`config.mk`:
```
export PLATFORM = sky130hd
export DESIGN_NAME = wb_stage_buffer
export DESIGN_NICKNAME = d
export VERILOG_FILES = /design/src/rtl/wb_stage_buffer.sv
export SDC_FILE = /design/constraint.sdc
export NUM_CORES = 1
export LEC_CHECK = 0
export ABC_AREA = 1
export CAP_MARGIN = 40
export CORE_MARGIN = 10
export CORE_UTILIZATION = 50
export DETAILED_ROUTE_END_ITERATION = 6
export PLACE_DENSITY = 0.79
export SLEW_MARGIN = 15
export SYNTH_ARGS = -nofsm -noshare
export SYNTH_HDL_FRONTEND = slang
export SYNTH_SLANG_ARGS = --single-unit
```
`constraint.sdc`:
```
create_clock -name clock -period 3 [get_ports clock]
set_clock_uncertainty 0.2 [all_clocks]
set_input_delay 0.9 -clock clock [delete_from_list [all_inputs] [get_ports clock]]
set_output_delay 0.9 -clock clock [all_outputs]
set_load 0.1 [all_outputs]
```
`src/rtl/wb_stage_buffer.sv`:
```
// Write-back pipeline stage: valid/ready handshake, 2-entry skid buffer, registered in_ready.
// Optional write-back forwarding port is enabled by defining WB_FWD_EN.
module wb_stage_buffer #(
  parameter int DATA_WIDTH = 32,
  parameter int ADDR_WIDTH = 4,
  parameter int CTRL_WIDTH = 2
) (
  input  logic                  clock,
  input  logic                  reset,
  input  logic                  flush,
  input  logic                  in_valid,
  output logic                  in_ready,
  input  logic [CTRL_WIDTH-1:0] wb_control_in,
  input  logic [DATA_WIDTH-1:0] wb_content_in,
  input  logic [DATA_WIDTH-1:0] base_register_update_content_in,
  input  logic [ADDR_WIDTH-1:0] wb_add_in,
  input  logic [ADDR_WIDTH-1:0] reg_update_address_in,
  output logic                  out_valid,
  input  logic                  out_ready,
  output logic [CTRL_WIDTH-1:0] wb_control,
  output logic [DATA_WIDTH-1:0] wb_content,
  output logic [DATA_WIDTH-1:0] base_register_update_content,
  output logic [ADDR_WIDTH-1:0] wb_add,
  output logic [ADDR_WIDTH-1:0] reg_update_address
`ifdef WB_FWD_EN
  ,
  input  logic [ADDR_WIDTH-1:0] fwd_addr,
  output logic                  fwd_hit,
  output logic [DATA_WIDTH-1:0] fwd_data
`endif
);

  typedef struct packed {
    logic [CTRL_WIDTH-1:0] ctrl;
    logic [DATA_WIDTH-1:0] content;
    logic [DATA_WIDTH-1:0] base;
    logic [ADDR_WIDTH-1:0] wb_add;
    logic [ADDR_WIDTH-1:0] upd_add;
  } payload_t;

  typedef enum logic [1:0] {EMPTY, ONE, FULL} state_t;

  state_t   state;
  payload_t main_q;
  payload_t skid_q;
  payload_t in_payload;
  logic     accept;
  logic     pop;

  assign in_payload = {wb_control_in, wb_content_in, base_register_update_content_in,
                       wb_add_in, reg_update_address_in};
  assign {wb_control, wb_content, base_register_update_content, wb_add, reg_update_address} = main_q;

  assign accept = in_valid & in_ready;
  assign pop    = out_valid & out_ready;

  // in_ready and out_valid are registered alongside the state so no ready path crosses the stage.
  // NOTE: sequential state uses non-blocking assignments so every register samples pre-edge values.
  always_ff @(posedge clock) begin
    if (reset) begin
      state     <= EMPTY;
      in_ready  <= 1'b1;
      out_valid <= 1'b0;
      // NOTE: payload registers are reset because the outputs must read zero after reset.
      main_q    <= '0;
      skid_q    <= '0;
    end else if (flush) begin
      state     <= EMPTY;
      in_ready  <= 1'b1;
      out_valid <= 1'b0;
    end else begin
      case (state)
        EMPTY: begin
          if (accept) begin
            main_q    <= in_payload;
            state     <= ONE;
            out_valid <= 1'b1;
          end
        end
        ONE: begin
          if (accept && pop) begin
            main_q <= in_payload;
          end else if (accept) begin
            skid_q   <= in_payload;
            state    <= FULL;
            in_ready <= 1'b0;
          end else if (pop) begin
            state     <= EMPTY;
            out_valid <= 1'b0;
          end
        end
        FULL: begin
          // in_ready is low here, so only a pop can move the state.
          if (pop) begin
            main_q   <= skid_q;
            state    <= ONE;
            in_ready <= 1'b1;
          end
        end
        default: begin
          state     <= EMPTY;
          in_ready  <= 1'b1;
          out_valid <= 1'b0;
        end
      endcase
    end
  end

`ifdef WB_FWD_EN
  // Forwarding looks at the head entry only; the result destination wins over the base update.
  // NOTE: defaults first so every path assigns both outputs and no latch is inferred.
  always_comb begin
    fwd_hit  = 1'b0;
    fwd_data = '0;
    if (out_valid && main_q.ctrl[0] && (main_q.wb_add == fwd_addr)) begin
      fwd_hit  = 1'b1;
      fwd_data = main_q.content;
    end else if (out_valid && main_q.ctrl[1] && (main_q.upd_add == fwd_addr)) begin
      fwd_hit  = 1'b1;
      fwd_data = main_q.base;
    end
  end
`endif

endmodule

```
* Word-level counts from Yosys, hierarchy flattened
Index checks and enable logic that the tools add are counted.
** Word-level totals
- Bits of input ports :: 79
- Logic and storage cells :: 57
- Output and inout bits :: 76
- Register bits :: 152
** Cells by class
- Reduce and logical (&&, ||, !) cells :: 9
- Eq/ne operators :: 10
- Mux-type cells :: 19
- Bitwise operators :: 6
** Operator list (number)
- 2-to-1 mux 74 bit :: 3
- one-hot mux 74 bit (3 select lines) :: 1
- != test 2 bit (second input constant) :: 7
- AND reduction 4 bit :: 3
- 2-to-1 mux 2 bit :: 5
- AND reduction 5 bit :: 2
- 2-to-1 mux 1 bit :: 7
- one-hot mux 1 bit (3 select lines) :: 2
- one-hot mux 2 bit (3 select lines) :: 1
- inverter 1 bit :: 4
- != test 3 bit (second input constant) :: 1
- nonzero test 3 bit :: 1
- bitwise AND 1 bit :: 2
- equality test 2 x 1 -> 1 bit (second input constant) :: 1
- equality test 2 bit (second input constant) :: 1
- logical NOT 2 bit :: 1
- OR reduction 2 bit :: 1
- logical AND 1 bit :: 1

* Depth between registers and ports, before layout
Gate-level depths: netlist of run 1.
- Depth in word-level cells :: 5
- Depth in mapped cells :: 10
- Mapped depth without buffers :: 8

* Worst setup path before layout of run 1
Ideal clock, no wire load.
- Path type :: flip-flop to flip-flop
- From :: register in_ready
- To :: register main_q (netlist bit base_register_update_content[0])
- Cell stages (with the launch flop) :: 9
- Required time :: 2.735 ns
- Path buffers :: 2
- Setup slack :: 0.652 ns
- Library setup time :: 0.065 ns
- Clock period less this slack :: 2.348 ns
- Arrival time :: 2.083 ns
- Cell sequence :: dfxtp_1 -> nand2_1 -> o21ai_1 -> inv_2 -> nor2_1 -> buf_4 -> buf_2 -> nor2_1 -> nor2_1
** On the way
- Longest elaborated chain between the ends :: 4
** RTL lines
- from (decl) :: RTL line 12 : output logic in_ready,
- from (signal assigned) :: RTL line 62 : in_ready <= 1'b1;
- from (signal assigned) :: RTL line 69 : in_ready <= 1'b1;
- from (signal assigned) :: RTL line 86 : in_ready <= 1'b0;
- bitwise AND 1 bit (*) :: RTL line 54 : assign accept = in_valid & in_ready;
- logical AND 1 bit :: RTL line 81 : if (accept && pop) begin
- != test 2 bit (no source line)
- AND reduction 5 bit (no source line) (*)
- to (signal assigned) :: RTL line 75 : main_q <= in_payload;
- to (signal assigned) :: RTL line 82 : main_q <= in_payload;
- to (signal assigned) :: RTL line 95 : main_q <= skid_q;
- to (decl) :: RTL line 44 : payload_t main_q;
Mark *: on every way between the ends. The rest lies on a longest branch, timed or not.
A chain may end at the register's enable or synchronous reset.

* Worst setup path in the final report of run 1
- From :: input out_ready
- To :: register skid_q[71] (netlist name)
** On the way
- Longest elaborated chain between the ends :: 4
** RTL lines
- from (decl) :: RTL line 19 : input logic out_ready,
- bitwise AND 1 bit :: RTL line 55 : assign pop = out_valid & out_ready;
- logical AND 1 bit :: RTL line 81
- inverter 1 bit (no source line)
- AND reduction 4 bit (no source line)
- to (signal assigned) :: RTL line 84 : skid_q <= in_payload;
- to (decl) :: RTL line 45 : payload_t skid_q;
No other way between the ends.

==> out/results.ini, run 1 <==
[sta]
finalCriticalPeriod_ns = 2.337
slew_headroom_pct = 61.96
rsz0062_at_grt = false
hold_viol = 0
final.setup.tns_ns = 0
setup_viol = 0
slew_viol_final = 0
worst_pin_slew_ns = 0.5685
period_share_pct = 77.90
clock.fmax_ghz = 0.4279

[setup_path]
path_max_fanout = 40
required_ns = 3.14
worstSetupPathType = in -> reg
max_stage_delay_ns = 0.42
critical_path_arrival_ns = 2.48
cp_slowest_cell = buf_4
startpoint_type = input pin
setup.worst_path.end_class = register
cp_cell_sequence = clkdlybuf4s50_1 -> nand2_2 -> inv_1 -> nor2_4 -> buf_4 -> nand3_1 -> a21oi_1
path_delay_family = buffers and inverters
cp.buffers_inverters = 3

[clocking]
clock_latency_ns = 0.42
cts_resized = 0
cts_num_sinks = 152
clock-root-buffer = clkbuf_16
h-tree-depth = 4
cts_tree = yes
numCtsBuffers = 17
ctsHoldBuffers = 0
path_clk_slew_ns = 0.06
post_cts_buffers = 0
clk_path_buf_depth = 2

[grt]
grt_pass1_wl_um = 32580
grt_pass1_vias = 6295
antenna_found_initial = 0
grt_usage_pct = 20.10
grt_max_degree = 75
overflow = 0

[drt]
first_pass_iters = 6
wl_um = 20090
post_drt_wl_per_cell_um = 14.43
drc_errors = 0
post_drt_via_cell_ratio = 5.020
ant_nets = 0
vias = 6988
drt_iter0_drc = 709

[logic_synthesis]
avgSynthCellArea_um2 = 6.392
netlist_instances = 1091
ys_top_cells_by_count = nand2_1, nor2_1, dfxtp_1, nand3_1, inv_1
synth_most_common_cell = nand2_1
synthesis.area_um2 = 6974
ys_seq_area_share_pct = 43.63
ys_warn_count = 0
syn_nets = 1170
ys_seq_elements = 152
postSynth.asyncResetShare_pct = 0
synth-edff-count = 0
yosysTopAreaCell = dfxtp_1
synth_area_leaders = dfxtp_1, nand2_1, nand3_1
synthDistinctLibCells = 17
synth_top_area_share_pct = 43.63
synthFlopType = dfxtp_1

[outcome]
status = complete, no violations

[place]
routabilityCongestion = 0.8366
portBuffers = 154
post_dp_cell_area_um2 = 8469
dp_hpwl_um = 12900

[layout]
layout-drive-gt1-share_pct = 11.47
fillers = 1289
num-nets-final = 1280
syn_to_final_growth_pct = 29.75
final_core_util_pct = 65.70
design_area_um2 = 9049
antennaDiodeCount = 0

[die]
fp-row-count = 43
ioPinCount = 155
die_h_um = 138.1
start_util_pct = 50.64
coreArea_um2 = 13770
die-area_um2 = 19070
die_w_um = 138.1

[pwr]
ir_drop_v = 0.0003845
power.leakage_nw = 4.232
power_density_nw_per_um2 = 629.4

[flow_run]
cap_violations = 0

[hold_path]
hold_path.class = reg -> reg

[area by class of cell]
class	instances	area, um^2	area share (%)
Inverter	84	315.3	3.485
Clock inverter	9	98.84	1.092
Multi-Input combinational cell	775	3262	36.05
Timing Repair Buffer	171	1624	17.95
Sequential cell	152	3043	33.63
Tap cell	180	225.2	2.489
Clock buffer	21	480.5	5.310
[worst min-delay path, stage by stage (launching register included)]
cell	delay [ns]
dfxtp_1	0.31
nand2_1	0.06
a21oi_1	0.05
[state kept, by name (all words and copies together), names as in the netlist]
signal	count
in_ready	1
wb_content	32
reg_update_address	4
wb_control	2
out_valid	1
skid_q	74
state	2
base_register_update_content	32
wb_add	4
[metal layers]
metal / global-route usage [%] / up-vias / share of wire [%]
li1: - / 3591 / -
met1: 26.24 / 3170 / 46
met2: 31.98 / 201 / 47
met3: 4.897 / 26 / 5.4
met4: 6.215 / 0 / 1.5
met5: 0 / - / 0
[cells by family (layout without fill, tap and decap cells)]
family,count (synthesis),after routing,share of synthesized area [%]
compound gates,84,84,6.100
flops,152,152,43.63
simple gates,691,691,40.01
buf+inv,164,285,10.26
[cell usage in the layout, fill, tap and decap left out]
cell,netlist,final
a211oi_1,1,1
a21oi_1,77,77
buf_12,0,12
buf_2,38,1
buf_4,14,81
bufinv_16,0,2
clkbuf_16,0,17
clkbuf_8,0,4
clkdlybuf4s50_1,0,77
clkinv_2,0,6
clkinv_4,0,1
dfxtp_1,152,152
inv_1,80,79
inv_2,4,5
nand2_1,380,378
nand2_2,2,4
nand3_1,151,151
nor2_1,157,153
nor2_2,1,1
nor2_4,0,4
o21ai_0,4,4
o21ai_4,0,1
o21bai_1,1,1
[stage by stage]
stage          power, mW  instances  worst slack [ns]  hold slack (ns)
6_report           5.696       1392            0.6629           0.2590
5_1_grt            5.914       1392            0.5476           0.2701
3_3_place_gp       3.625       1362            0.3063           0.2483
2_1_floorplan      3.245       1091            0.6525           0.2397
3_5_place_dp       3.638       1362            0.2578           0.2519
4_1_cts            5.722       1392            0.6740           0.2611
[report_power, final]
part / switching, mW / total [mW] / internal, mW
combinational: 1.04 / 1.41 / 0.366
clock: 0.808 / 2.10 / 1.30
sequential: 0.0584 / 2.18 / 2.13
total: 1.91 / 5.70 / 3.79
[path summary, 6_finish.rpt]
| check | from | endpoint | slack [ns] | depth (start not counted) |
|---|---|---|---|---|
| worst max-delay path | out_ready | skid_q[71] | 0.66 | 7 |
| worst min-delay path | skid_q[25] | skid_q[25] | 0.26 | 2 |
| worst max register to register | state[0] | base_register_update_content[9] | 0.95 | 9 |
| worst min register to register | skid_q[25] | skid_q[25] | 0.26 | 2 |
(Power assumes the default switching activity.)
==> inputs of run 2 (changes only) <==
==> constraint.sdc (replaced) <==
create_clock -name clock -period 2.3 [get_ports clock]
set_clock_uncertainty 0.2 [all_clocks]
set_input_delay 0.69 -clock clock [delete_from_list [all_inputs] [get_ports clock]]
set_output_delay 0.69 -clock clock [all_outputs]
set_load 0.1 [all_outputs]
==> run 2 against run 1 <==
  * Combinational power increased by 52%
  * Setup slack got worse by 0.47 ns
  * Cell count increased by 1.3%
  * Utilization increased by 8.1 points
  * Clock power increased by 41%
  * Die area unchanged
  * Flip-flop and latch count unchanged
  * Via count increased by 4.4%
  * Non-clock buffer count increased by 16
  * Critical endpoint is now skid_q[22]
  * Largest cell class unchanged
  * Largest power group is now clock
==> out/results.ini, run 2 (synthesized netlist as in run 1, its figures left out) <==
[layout]
fillers = 1065  ; -17%
top_register = skid_q
final_cell_mix = nand2_1, nor2_1, nand3_1, dfxtp_1, buf_12
final_cell_count_no_fill = 1410  ; +1.3%
final_core_util_pct = 73.77  ; +8.1 points
num-nets-final = 1296  ; +1.3%
layout-drive-gt1-share_pct = 12.86  ; +1.4 points
syn_to_final_growth_pct = 45.69
design_area_um2 = 10160  ; +12%
largest_reg_flops = 74  ; unchanged
seqCellArea_um2 = 3045  ; about the same
final_common_cell = nand2_1
multi_input_area_um2 = 3262  ; unchanged

[setup_path]
required_ns = 2.45  ; -0.69 ns
worstSetupPathType = in -> reg
reg2reg_from = state[0]
cp_slowest_cell = clkdlybuf4s50_1
critical_path_arrival_ns = 2.25  ; -0.23 ns
setup.worst_path.start = in_valid
path_max_fanout = 25  ; -38%
startpoint_type = input pin
setup.worst_path.end_class = register
max_stage_delay_ns = 0.46  ; +0.04 ns
cp_cell_sequence = clkdlybuf4s50_1 -> nand2_1 -> inv_1 -> nand2_2 -> inv_2 -> buf_4 -> nand3_1 -> a21oi_1

[outcome]
status = complete, no violations

[drt]
post_drt_wl_per_cell_um = 14.95  ; +3.6%
ant_nets = 0  ; unchanged
vias = 7293  ; +4.4%
drc_errors = 0  ; unchanged
wl_um = 21070  ; +4.9%
drt_iter0_drc = 642  ; -9.4%
first_pass_iters = 5  ; -1
post_drt_via_cell_ratio = 5.172  ; +3.0%

[clocking]
clk_path_buf_depth = 2  ; unchanged
h-tree-depth = 4  ; unchanged
path_clk_slew_ns = 0.06  ; about the same
post_cts_buffers = 0  ; unchanged
numCtsBuffers = 17  ; unchanged
clock-root-buffer = clkbuf_16
cts_num_sinks = 152  ; unchanged
cts_tree = yes
ctsHoldBuffers = 0  ; unchanged
cts_resized = 0  ; unchanged
clock_latency_ns = 0.42  ; about the same

[place]
post_dp_cell_area_um2 = 9530  ; +13%
routabilityCongestion = 0.8239  ; -1.5%
place_inst = 1378  ; +1.2%
portBuffers = 154  ; unchanged
dp_hpwl_um = 14020  ; +8.7%

[hold_path]
hp-start = skid_q[44]
hold_path.class = reg -> reg

[die]
coreArea_um2 = 13770  ; unchanged
die-area_um2 = 19070  ; unchanged
die_w_um = 138.1  ; unchanged
ioPinCount = 155  ; unchanged
die_h_um = 138.1  ; unchanged
start_util_pct = 50.64  ; unchanged
fp-row-count = 43  ; unchanged

[sta]
clock.fmax_ghz = 0.4750
period_share_pct = 91.54
slew_headroom_pct = 69.96  ; +8.0 points
setup_viol = 0  ; unchanged
slew_viol_final = 0  ; unchanged
worst_pin_slew_ns = 0.4506  ; -0.1179 ns
rsz0062_at_grt = false
finalCriticalPeriod_ns = 2.105
hold_viol = 0  ; unchanged

[pwr]
power.leakage_nw = 4.563  ; +7.8%
ir_drop_v = 0.0005353  ; +39%
power_density_nw_per_um2 = 789.7  ; +25%

[grt]
grt_max_degree = 70  ; -6.7%
grt_pass1_wl_um = 33980  ; +4.3%
grt_pass1_vias = 6588  ; +4.7%
grt_usage_pct = 21.07  ; +0.97 points
overflow = 0  ; unchanged
antenna_found_initial = 3  ; +3

[flow_run]
cap_violations = 0  ; unchanged

[run 2: changes by cell type in the layout (fill, tap and decap cells not counted), moves of 2 or more]
cell / delta
dfxtp_1: -2
clkbuf_8: -2
buf_4: -59
dfxtp_2: +2
clkinv_2: -3
buf_12: +75
clkinvlp_4: +3
bufinv_16: +2
[run 2: power breakdown]
| group | total [mW] | leakage (nW) | internal (mW) | switching, mW |
|---|---|---|---|---|
| Combinational | 2.15 | 3.02 | 0.782 | 1.37 |
| Sequential | 2.92 | 1.24 | 2.77 | 0.142 |
| Clock | 2.96 | 0.301 | 1.86 | 1.10 |
| Total | 8.02 | 4.56 | 5.42 | 2.61 |
[run 2: critical path: cells and delay by family]
kind                   cells  cell delay [ns]
AOI/OAI and AO/OA          1             0.19
buffers and inverters      4             1.00
and+or+nand+nor            3             0.37
[run 2: cell type report]
| class | count | share of cell area [%] |
|---|---|---|
| Tap cell | 180 | 2.216 |
| Timing Repair Buffer | 187 | 26.40 |
| Clock buffer | 19 | 4.458 |
| Clock inverter | 12 | 1.724 |
| Antenna cell | 1 | 0.02463 |
| Inverter | 84 | 3.103 |
| Sequential cell | 152 | 29.97 |
| Multi-Input combinational cell | 775 | 32.10 |
[run 2: per-stage QoR]
| stage | power [mW] | TNS [ns] | setup slack (ns) | hold slack, ns |
|---|---|---|---|---|
| after floorplan | 4.233 | 0 | 0.3191 | 0.2397 |
| after global placement | 5.095 | -12.09 | -0.1199 | 0.2473 |
| after detailed placement | 5.125 | -17.41 | -0.1923 | 0.2519 |
| after CTS | 8.055 | 0 | 0.2010 | 0.2610 |
| after global routing | 8.281 | 0 | 0.08224 | 0.2729 |
| final | 8.024 | 0 | 0.1945 | 0.2594 |
[run 2: worst paths after layout]
check,end,slack (ns),depth (start not counted)
setup / recovery,skid_q[22],0.19,8
hold / removal,skid_q[44],0.26,2
setup reg to reg,skid_q[22],0.30,7
hold reg to reg,skid_q[44],0.26,2
[run 2: metal layers]
metal | GRT usage (%) | vias up | routed length (um)
met5 | 0 | - | 13
met1 | 25.47 | 3354 | 8808
li1 | - | 3628 | -
met3 | 5.616 | 36 | 1562
met4 | 7.381 | 2 | 401
met2 | 35.22 | 273 | 10290
==> inputs of run 3 (changes only) <==
--- a/config.mk
+++ b/config.mk
@@ -11,7 +11,7 @@
 export CORE_UTILIZATION = 50
 export DETAILED_ROUTE_END_ITERATION = 6
 export PLACE_DENSITY = 0.79
-export SLEW_MARGIN = 15
+export SLEW_MARGIN = 20
 export SYNTH_ARGS = -nofsm -noshare
 export SYNTH_HDL_FRONTEND = slang
 export SYNTH_SLANG_ARGS = --single-unit
==> results of run 3 <==
Same layout as run 2: the final DEF is identical, and so are final timing and power.
